[config.mk]
export PLATFORM = sky130hd
export DESIGN_NAME = cnt_en_gen_flat
export DESIGN_NICKNAME = d
export VERILOG_FILES = /design/src/rtl/cnt_en_gen_if.sv /design/src/rtl/cnt_en_gen.sv /design/src/flat_wrapper.sv
export SDC_FILE = /design/constraint.sdc
export NUM_CORES = 1
export LEC_CHECK = 0
export ABC_CLOCK_PERIOD_IN_PS = 2500
export CELL_PAD_IN_SITES_DETAIL_PLACEMENT = 0
export CELL_PAD_IN_SITES_GLOBAL_PLACEMENT = 1
export CORE_AREA = 4 4 88 49
export DETAILED_ROUTE_END_ITERATION = 10
export DIE_AREA = 0 0 92 53
export PLACE_DENSITY_LB_ADDON = 0.08
export SYNTH_ARGS = -nofsm -noshare
export SYNTH_HDL_FRONTEND = slang
export SYNTH_SLANG_ARGS = --single-unit
[constraint.sdc]
create_clock -name clk -period 2.5 [get_ports clk]
set_clock_uncertainty 0.15 [all_clocks]
set_input_delay 0.5 -clock clk [delete_from_list [all_inputs] [get_ports clk]]
set_output_delay 0.5 -clock clk [all_outputs]
set_load 0.01 [all_outputs]
[src/rtl/cnt_en_gen_if.sv]
`default_nettype none
// ============================================================================
// Module   : cnt_en_gen_if
// Brief    : Button-side inputs and count-enable outputs of cnt_en_gen.
// Revision : 1.0 - initial release
// ============================================================================
interface cnt_en_gen_if;
    logic       btn_raw;
    logic       rpt_en;
    logic       cnt_en;
    logic       pressed;
    logic [7:0] pulse_cnt;

    modport master (
        output btn_raw,
        output rpt_en,
        input  cnt_en,
        input  pressed,
        input  pulse_cnt
    );

    modport slave (
        input  btn_raw,
        input  rpt_en,
        output cnt_en,
        output pressed,
        output pulse_cnt
    );
endinterface
`default_nettype wire

[src/rtl/cnt_en_gen.sv]
`default_nettype none
// ============================================================================
// Module   : cnt_en_gen
// Brief    : Debounces a push-button into single-cycle count-enable pulses
//            with optional auto-repeat and a saturating pulse tally.
//            Define CNT_EN_GEN_SYNC_EN to insert a 2-flop input synchronizer.
// Revision : 1.0 - initial release
// ============================================================================
module cnt_en_gen #(
    parameter int DEBOUNCE_CYCLES = 4,
    parameter int HOLD_CYCLES     = 16,
    parameter int REPEAT_CYCLES   = 4
) (
    input  wire logic   clk,
    input  wire logic   rst,
    cnt_en_gen_if.slave bus
);

    localparam int c_DB_W   = $clog2(DEBOUNCE_CYCLES + 1);
    localparam int c_HOLD_W = $clog2(HOLD_CYCLES + 1);
    localparam int c_RPT_W  = $clog2(REPEAT_CYCLES + 1);

    localparam logic [c_DB_W-1:0]   c_DB_LAST   = c_DB_W'(DEBOUNCE_CYCLES - 1);
    localparam logic [c_HOLD_W-1:0] c_HOLD_LAST = c_HOLD_W'(HOLD_CYCLES - 1);
    localparam logic [c_RPT_W-1:0]  c_RPT_LAST  = c_RPT_W'(REPEAT_CYCLES - 1);

    localparam logic [2:0] S_IDLE       = 3'd0;
    localparam logic [2:0] S_DB_PRESS   = 3'd1;
    localparam logic [2:0] S_PRESSED    = 3'd2;
    localparam logic [2:0] S_REPEAT     = 3'd3;
    localparam logic [2:0] S_DB_RELEASE = 3'd4;

    logic [2:0]          r_state;
    logic [c_DB_W-1:0]   r_db_cnt;
    logic [c_HOLD_W-1:0] r_hold_cnt;
    logic [c_RPT_W-1:0]  r_rpt_cnt;
    logic                r_cnt_en;
    logic                r_pressed;
    logic [7:0]          r_pulse_cnt;
    logic                w_btn_s;
    logic                w_fire;

`ifdef CNT_EN_GEN_SYNC_EN
    logic [1:0] r_sync;

    always_ff @(posedge clk) begin
        if (rst) r_sync <= 2'b00;
        else     r_sync <= {r_sync[0], bus.btn_raw};
    end

    assign w_btn_s = r_sync[1];
`else
    assign w_btn_s = bus.btn_raw;
`endif

    // Every event that issues a pulse: accepted press, first repeat, later repeats.
    assign w_fire = w_btn_s &&
                    (((r_state == S_DB_PRESS) && (r_db_cnt == c_DB_LAST)) ||
                     ((r_state == S_PRESSED)  && bus.rpt_en && (r_hold_cnt == c_HOLD_LAST)) ||
                     ((r_state == S_REPEAT)   && bus.rpt_en && (r_rpt_cnt == c_RPT_LAST)));

    always_ff @(posedge clk) begin
        if (rst) begin
            r_state     <= S_IDLE;
            r_db_cnt    <= '0;
            r_hold_cnt  <= '0;
            r_rpt_cnt   <= '0;
            r_cnt_en    <= 1'b0;
            r_pressed   <= 1'b0;
            r_pulse_cnt <= 8'd0;
        end else begin
            r_cnt_en <= w_fire;
            if (w_fire && (r_pulse_cnt != 8'hFF)) r_pulse_cnt <= r_pulse_cnt + 8'd1;

            case (r_state)
                S_IDLE: begin
                    if (w_btn_s) begin
                        r_state  <= S_DB_PRESS;
                        r_db_cnt <= '0;
                    end
                end
                S_DB_PRESS: begin
                    if (!w_btn_s) begin
                        r_state <= S_IDLE;
                    end else if (r_db_cnt == c_DB_LAST) begin
                        r_state    <= S_PRESSED;
                        r_pressed  <= 1'b1;
                        r_hold_cnt <= '0;
                    end else begin
                        r_db_cnt <= r_db_cnt + 1'b1;
                    end
                end
                S_PRESSED: begin
                    if (!w_btn_s) begin
                        r_state  <= S_DB_RELEASE;
                        r_db_cnt <= '0;
                    end else if (bus.rpt_en && (r_hold_cnt == c_HOLD_LAST)) begin
                        r_state   <= S_REPEAT;
                        r_rpt_cnt <= '0;
                    end else if (r_hold_cnt != c_HOLD_LAST) begin
                        r_hold_cnt <= r_hold_cnt + 1'b1;
                    end
                end
                S_REPEAT: begin
                    if (!w_btn_s) begin
                        r_state  <= S_DB_RELEASE;
                        r_db_cnt <= '0;
                    end else if (!bus.rpt_en) begin
                        r_state    <= S_PRESSED;
                        r_hold_cnt <= '0;
                    end else if (r_rpt_cnt == c_RPT_LAST) begin
                        r_rpt_cnt <= '0;
                    end else begin
                        r_rpt_cnt <= r_rpt_cnt + 1'b1;
                    end
                end
                S_DB_RELEASE: begin
                    // A bounce back high returns to the held state silently.
                    if (w_btn_s) begin
                        r_state    <= S_PRESSED;
                        r_hold_cnt <= '0;
                    end else if (r_db_cnt == c_DB_LAST) begin
                        r_state   <= S_IDLE;
                        r_pressed <= 1'b0;
                    end else begin
                        r_db_cnt <= r_db_cnt + 1'b1;
                    end
                end
                default: begin
                    r_state   <= S_IDLE;
                    r_pressed <= 1'b0;
                end
            endcase
        end
    end

    assign bus.cnt_en    = r_cnt_en;
    assign bus.pressed   = r_pressed;
    assign bus.pulse_cnt = r_pulse_cnt;

endmodule
`default_nettype wire

[src/flat_wrapper.sv]
// flat-port wrapper written by rule: the top's interface ports become plain ports
module cnt_en_gen_flat 
#(
    parameter int DEBOUNCE_CYCLES = 4,
    parameter int HOLD_CYCLES     = 16,
    parameter int REPEAT_CYCLES   = 4
)
  (clk, rst, bus_btn_raw, bus_rpt_en, bus_cnt_en, bus_pressed, bus_pulse_cnt);
  cnt_en_gen_if bus_i ();
  input  wire logic clk;
  input  wire logic rst;
  input wire logic [$bits(bus_i.btn_raw)-1:0] bus_btn_raw;
  input wire logic [$bits(bus_i.rpt_en)-1:0] bus_rpt_en;
  output wire logic [$bits(bus_i.cnt_en)-1:0] bus_cnt_en;
  output wire logic [$bits(bus_i.pressed)-1:0] bus_pressed;
  output wire logic [$bits(bus_i.pulse_cnt)-1:0] bus_pulse_cnt;
  assign bus_i.btn_raw = bus_btn_raw;
  assign bus_i.rpt_en = bus_rpt_en;
  assign bus_cnt_en = bus_i.cnt_en;
  assign bus_pressed = bus_i.pressed;
  assign bus_pulse_cnt = bus_i.pulse_cnt;
  cnt_en_gen #(.DEBOUNCE_CYCLES(DEBOUNCE_CYCLES), .HOLD_CYCLES(HOLD_CYCLES), .REPEAT_CYCLES(REPEAT_CYCLES)) u_core (.clk(clk), .rst(rst), .bus(bus_i));
endmodule
==> summary.txt, run 1 <==
Global route
  • Largest net degree at the start of global routing: 25
  • Initial antenna violation count: 0
  • Number of global-route vias before repair: roughly 1,000
  • First-pass GRT wire length: approximately 5 mm
  • GRT Overall Usage: approximately 13%
  • Gr ovfl total: 0

Worst setup path
  • CP Class: register to register
  • Worst r2r src: u_core.r_hold_cnt[0]$_SDFFE_PP0P_
  • CP arrival: approximately 2.4 ns
  • CP Launch Type: register
  • Worst setup path start: u_core.r_hold_cnt[0]$_SDFFE_PP0P_
  • RR Endpoint: u_core.r_hold_cnt[4]$_SDFFE_PP0P_
  • Crit path capture: u_core.r_hold_cnt[4]$_SDFFE_PP0P_
  • Critical Path RT: 2.55 ns
  • R2R Setup Slk: between 0.1 and 0.15 ns
  • CP Capture Type: register
  • Most used cell, CP: ha_1
  • Critical-path top delay cell: or4b_1
  • Cell chain of the critical path: ha_1 > and3_1 > ha_1 > or4b_1 > a31o_1 > or4_1 > a21oi_1
  • Reg2Reg Depth: 7
  • Worst Path Max Fanout: 4
  • Crit path largest cell delay: roughly 0.46 ns

Pwr
  • Leakage: approximately 0.58 nW
  • Clk pwr share: between 30% and 40%
  • Worst vdd ir: about 0.23 mV
  • Combinational share of power: 4.6%
  • Internal power: between 0.0005 and 0.0006 W
  • Psw: ~0.00014 W
  • Sw Ratio: between 20% and 30%
  • Pwr/cell area: 438 nW/um2
  • Seq pwr share: between 50% and 60%

Clocking
  • H-tree levels: 1
  • Post-CTS Repair Setup Buffers: 0
  • CTS Buffer Depth: 2
  • CTS Root Cell: clkbuf_8
  • TritonCTS Buffers: 3
  • PostCTS Resize Cnt: 0
  • TritonCTS clock tree: done
  • Reg clk slew, reported paths: about 0.080 ns
  • Clock Latency Late Sink: ~0.27 ns
  • CTS Hold Bufs: 0
  • CTS sink cnt: 24

Yosys
  • Synth Area in XOR/XNOR: under 10%
  • Largest family of logic cells by synthesized area: simple AND/OR/NAND/NOR gates
  • Synth Instances: 149
  • Compound-Gate Fraction of Synth Area: 16.3%
  • Synthesized area: 1250 um2
  • Post-Syn Area per Cell: between 8 and 9 um2
  • Adder-cell share of the synthesized area: approximately 6%
  • Synth top area share: approximately two fifths
  • Mux cell area share after synthesis: ~5.6%
  • Seq/Total Area, Yosys: 38.5%
  • Synth warn: 0
  • Synthesized flop and latch total: 24
  • Most numerous cell in the Yosys netlist: dfxtp_1
  • Post-synthesis simple-gate area fraction: 27.0%
  • Syn_nets: about 160
  • List of most frequent post-synthesis cells: dfxtp_1, nor2_1, a21oi_1, nand2_1
  • Synth area leaders: dfxtp_1, nor2_1, ha_1, mux2i_1, a21oi_1
  • Async SR Flop Fraction: 0%
  • Cell accounting for the most synthesized area: dfxtp_1
  • Unique masters post-synth: 37
  • Ys flop type: dfxtp_1
  • EDFF count, synth: 0

Placement
  • Placed Instances: approximately 220
  • PortBufs: 13
  • Placed cell areas: ~1500 um2
  • Final HPWL DP: roughly 2.2 mm
  • Placer Congestion: approximately 0.75

Finish
  • Nets: 182
  • Final core occ: between 40% and 50%
  • Fillers: ~370
  • Syn-to-layout area delta: 24.6%
  • Post-Layout Cell Count: about 230
  • Proportion of layout cells with a drive suffix above 1: under 10%
  • N_diodes: 0
  • Design Area, Final: between 1500 and 2000 um2

Detailed routing
  • # DRC: 0
  • Vias after detailed routing: ~1,100
  • Total Wirelength: ~3.0 mm
  • Detail-routed via count per cell: about 5.0
  • Antenna Nets Post-Route: 0
  • Total iterations of the first detailed-routing run: 4
  • DRT iter0 DRCs: 33
  • Per-cell routed wire length: 13.3 um

Floorplanning
  • IO Pins: 14
  • Core Area: between 3000 and 4000 um2
  • Die W: around 92 um
  • Die Y: between 50 and 60 um
  • Starting Density: between 30% and 40%
  • Die Area: about 5000 um2
  • FP Rows: 16

Flow run
  • MaxCap Viol Count: 0

Timing
  • Maximum clock rate: 425 MHz
  • Final min period: 2.35 ns
  • Tcrit/Tclk final: 94.1%
  • RSZ-0062 raised after global routing: false
  • Final Hold Fails: 0
  • Slew @ Worst Pin: 0.436 ns
  • Max-slew violations: 0
  • Final setup viols: 0
  • Slew HR: between 70% and 80%
  • Setup TNS: 0 ns

Run status
  • Status: completed

Hold path
  • Hold crit path type: register to register
## layer usage
| metal | up-vias | wire (um) | GRT usage (%) |
|---|---|---|---|
| li1 | 580 | - | - |
| met5 | - | 0 | 0 |
| met4 | 0 | 12 | 2.22 |
| met2 | 19 | 1120 | 18.6 |
| met1 | 525 | 1740 | 20.3 |
| met3 | 2 | 119 | 3.98 |
## placed cells by master (no fill, tap or decap), types with 6 or more instances in the layout
| cell type | instances |
|---|---|
| mux2i_1 | 7 |
| nor3_1 | 6 |
| nand2_1 | 8 |
| nor2_1 | 22 |
| a21oi_1 | 8 |
| ha_1 | 6 |
| dfxtp_1 | 23 |
| clkdlybuf4s50_1 | 13 |
| inv_1 | 7 |
| buf_4 | 10 |
## worst max-delay path, delay by kind of cell, from the launching register on
| kind | cells | cell delay, ns |
|---|---|---|
| AO/OA/AOI/OAI | 2 | 0.33 |
| flip-flops | 1 | 0.35 |
| AND/OR/NAND/NOR | 3 | 1.04 |
| adder cells (fa/ha/maj) | 2 | 0.42 |
## cells by family (layout without fill, tap and decap cells)
logic type      count (synthesis)  count (layout)
simple gates                   64              64
compound gates                 32              32
flops                          24              24
buf+inv                        12              34
mux                             7               7
fa+ha+maj                       6               6
xor+xnor                        4               4
## metrics by stage
step | total power [W] | hold WS (ns) | setup WS [ns]
2_1_floorplan | 0.000411 | 0.282 | 0.0814
3_3_place_gp | 0.000426 | 0.297 | 0.139
3_5_place_dp | 0.000427 | 0.299 | 0.0950
4_1_cts | 0.000698 | 0.309 | 0.0654
5_1_grt | 0.000715 | 0.331 | 0.0239
6_report | 0.000681 | 0.309 | 0.148
## area by class of cell
cell class	instances	area, um2	share of cell area (%)
well taps	54	67.6	4.34
inverters	7	26.3	1.69
multi-input cells	113	721	46.3
repair buffers	23	205	13.2
clock buffers	4	55.1	3.54
flip-flops and latches	24	482	30.9
## flip-flops by register name, summed over array words and instances (netlist names)
| register | count |
|---|---|
| u_core.r_db_cnt | 3 |
| u_core.bus.pulse_cnt | 8 |
| u_core.r_hold_cnt | 5 |
| u_core.r_rpt_cnt | 3 |
| u_core.bus.cnt_en | 1 |
| u_core.r_state | 3 |
| u_core.bus.pressed | 1 |
## how the worst min path moves through the flow
stage | from | endpoint | slack [ns] | cells past startpoint
floorplan | u_core.r_hold_cnt[4]$_SDFFE_PP0P_ | u_core.r_hold_cnt[4]$_SDFFE_PP0P_ | 0.28 | 2
global placement | u_core.r_hold_cnt[4]$_SDFFE_PP0P_ | u_core.r_hold_cnt[4]$_SDFFE_PP0P_ | 0.30 | 2
detailed placement | u_core.r_hold_cnt[4]$_SDFFE_PP0P_ | u_core.r_hold_cnt[4]$_SDFFE_PP0P_ | 0.30 | 2
CTS | u_core.r_hold_cnt[4]$_SDFFE_PP0P_ | u_core.r_hold_cnt[4]$_SDFFE_PP0P_ | 0.31 | 2
global route | u_core.r_hold_cnt[4]$_SDFFE_PP0P_ | u_core.r_hold_cnt[4]$_SDFFE_PP0P_ | 0.33 | 2
finish | u_core.r_hold_cnt[4]$_SDFFE_PP0P_ | u_core.r_hold_cnt[4]$_SDFFE_PP0P_ | 0.31 | 2
## power groups by stage
| stage | Sequential (W) | Clock (W) | Combinational (W) |
|---|---|---|---|
| detailed placement | 0.000396 | 0 | 0.0000314 |
| CTS | 0.000387 | 0.000279 | 0.0000315 |
| global route | 0.000388 | 0.000293 | 0.0000347 |
| global placement | 0.000396 | 0 | 0.0000305 |
| finish | 0.000387 | 0.000263 | 0.0000315 |
| floorplan | 0.000394 | 0 | 0.0000168 |
(Power assumes the default switching activity.)
==> run 2, diff against run 1 <==
--- a/config.mk
+++ b/config.mk
@@ -8,9 +8,11 @@
 export ABC_CLOCK_PERIOD_IN_PS = 2500
 export CELL_PAD_IN_SITES_DETAIL_PLACEMENT = 0
 export CELL_PAD_IN_SITES_GLOBAL_PLACEMENT = 1
-export CORE_AREA = 4 4 88 49
+export CORE_AREA = 4 4 86 48
+export CTS_BUF_LIST = sky130_fd_sc_hd__clkbuf_4
 export DETAILED_ROUTE_END_ITERATION = 10
-export DIE_AREA = 0 0 92 53
+export DIE_AREA = 0 0 90 52
+export GPL_ROUTABILITY_DRIVEN = 1
 export PLACE_DENSITY_LB_ADDON = 0.08
 export SYNTH_ARGS = -nofsm -noshare
 export SYNTH_HDL_FRONTEND = slang
==> summary.txt, run 2 (synthesis results as in run 1) <==
Run status
  • Status: completed

Floorplanning
  • Die Area: ~4700 um2
  • Core Area: roughly 3300 um2
  • FP Rows: 15
  • Die W: 90 um
  • Die Y: roughly 52 um
  • Starting Density: a little under two fifths
  • IO Pins: 14

Finish
  • Max FFs per register: 8
  • N_diodes: 0
  • Proportion of layout cells with a drive suffix above 1: around 11%
  • Nets: between 150 and 200
  • Syn-to-layout area delta: 22.2%
  • Most frequent cells in the layout: nor2_1, dfxtp_1, clkdlybuf4s50_1
  • Design Area, Final: between 1500 and 2000 um2

Pwr
  • Pwr/cell area: between 300 and 400 nW/um2
  • Worst vdd ir: ~0.18 mV
  • Clk pwr share: between 20% and 30%
  • Sw Ratio: between 20% and 30%
  • Combinational share of power: 4.9%
  • Leakage: 0.564 nW
  • Seq pwr share: roughly 65%
  • Psw: around 0.00014 W
  • Internal power: approximately 0.00045 W

Placement
  • Worst slack, placed: ~0.069 ns
  • Final HPWL DP: 2.19 mm
  • Placed cell areas: around 1500 um2
  • Placer Congestion: between 0.8 and 0.9
  • PortBufs: 13

Timing
  • Final worst setup slack: approximately 0.14 ns
  • Final Hold Fails: 0
  • Tcrit/Tclk final: a little over nine tenths
  • Final min period: between 2 and 2.5 ns
  • Max-slew violations: 0
  • RSZ-0062 raised after global routing: false
  • Setup TNS: 0 ns
  • Slew @ Worst Pin: between 0.5 and 0.6 ns
  • Final setup viols: 0
  • Slew HR: between 60% and 70%
  • Maximum clock rate: around 420 MHz

Worst setup path
  • CP arrival: about 2.5 ns
  • Worst r2r src: u_core.r_hold_cnt[0]$_SDFFE_PP0P_
  • Worst Path Max Fanout: 3
  • Worst setup path start: u_core.r_hold_cnt[0]$_SDFFE_PP0P_
  • CP Capture Type: register
  • R2R Setup Slk: ~0.14 ns
  • Critical Path RT: 2.61 ns
  • CP Class: register to register
  • CP Launch Type: register

Clocking
  • Clock Latency Late Sink: roughly 0.32 ns
  • CTS Hold Bufs: 0
  • TritonCTS Buffers: 3
  • H-tree levels: 1
  • CTS Buffer Depth: 2
  • Reg clk slew, reported paths: roughly 0.13 ns
  • CTS sink cnt: 24
  • TritonCTS clock tree: done
  • CTS Root Cell: clkbuf_4

Detailed routing
  • Total iterations of the first detailed-routing run: 4
  • Per-cell routed wire length: 14.0 um
  • Vias after detailed routing: 1,116
  • Detail-routed via count per cell: 5.24
  • Total Wirelength: 2.98 mm
  • # DRC: 0
  • DRT iter0 DRCs: 45
  • Antenna Nets Post-Route: 0

Hold path
  • Min-delay src: u_core.r_hold_cnt[4]$_SDFFE_PP0P_
  • Hold crit path type: register to register

Global route
  • GRT Overall Usage: 13.6%
  • Largest net degree at the start of global routing: 25
  • Initial antenna violation count: 0
  • First-pass GRT wire length: approximately 5.0 mm
  • Gr ovfl total: 0
  • Number of global-route vias before repair: 1,076

Flow run
  • MaxCap Viol Count: 0
[run 2: per-stage QoR]
stage	util (%)	total power, W	hold slack, ns	instances
6_report	46.0	0.000594	0.339	213
5_1_grt	46.0	0.000620	0.375	213
4_1_cts	45.3	0.000606	0.319	212
3_5_place_dp	44.5	0.000426	0.301	208
3_3_place_gp	44.5	0.000425	0.298	208
2_1_floorplan	-	0.000411	0.282	149
[run 2: worst paths after layout]
check / cells after the start / to
worst max-delay path: 7 / u_core.r_hold_cnt[4]$_SDFFE_PP0P_
worst min-delay path: 2 / u_core.r_hold_cnt[4]$_SDFFE_PP0P_
worst min register to register: 2 / u_core.r_hold_cnt[4]$_SDFFE_PP0P_
worst max register to register: 7 / u_core.r_hold_cnt[4]$_SDFFE_PP0P_
[run 2: final cells by class]
cell class / count / area [um2]
fill: 339 / 1800
multi-input combinational: 113 / 731
sequential: 24 / 485
timing repair buffer: 23 / 205
tap: 42 / 52.6
inverter: 7 / 26.3
clock buffer: 3 / 22.5
clock inverter: 1 / 3.75
[run 2: power by group through the flow]
stage	Clock, W	Combinational [W]	Sequential, W
floorplan	0	0.0000168	0.000394
global placement	0	0.0000287	0.000397
detailed placement	0	0.0000291	0.000397
CTS	0.000189	0.0000292	0.000389
global route	0.000200	0.0000322	0.000388
finish	0.000177	0.0000294	0.000388
[run 2: timing repair]
| action | CTS | global route |
|---|---|---|
| gates resized for setup | 0 | 6 |
| endpoints found under the setup margin | 0 | 3 |
| setup buffers | 0 | 1 |
[run 2: critical path, cell delays in order, from the launching register on]
cell and delay, ns:
dfxtp_4 0.37, ha_1 0.21, and3_1 0.19, ha_2 0.18, or4b_1 0.47, a31o_1 0.21, or4_4 0.41, a21oi_2 0.12
[run 2: routing by layer]
metal	vias up	part of all wire, %	GRT usage, %
met5	-	0	0
met4	0	0.50	3.55
met3	2	4.3	5.06
met2	19	38	18.9
met1	513	57	19.4
li1	582	-	-
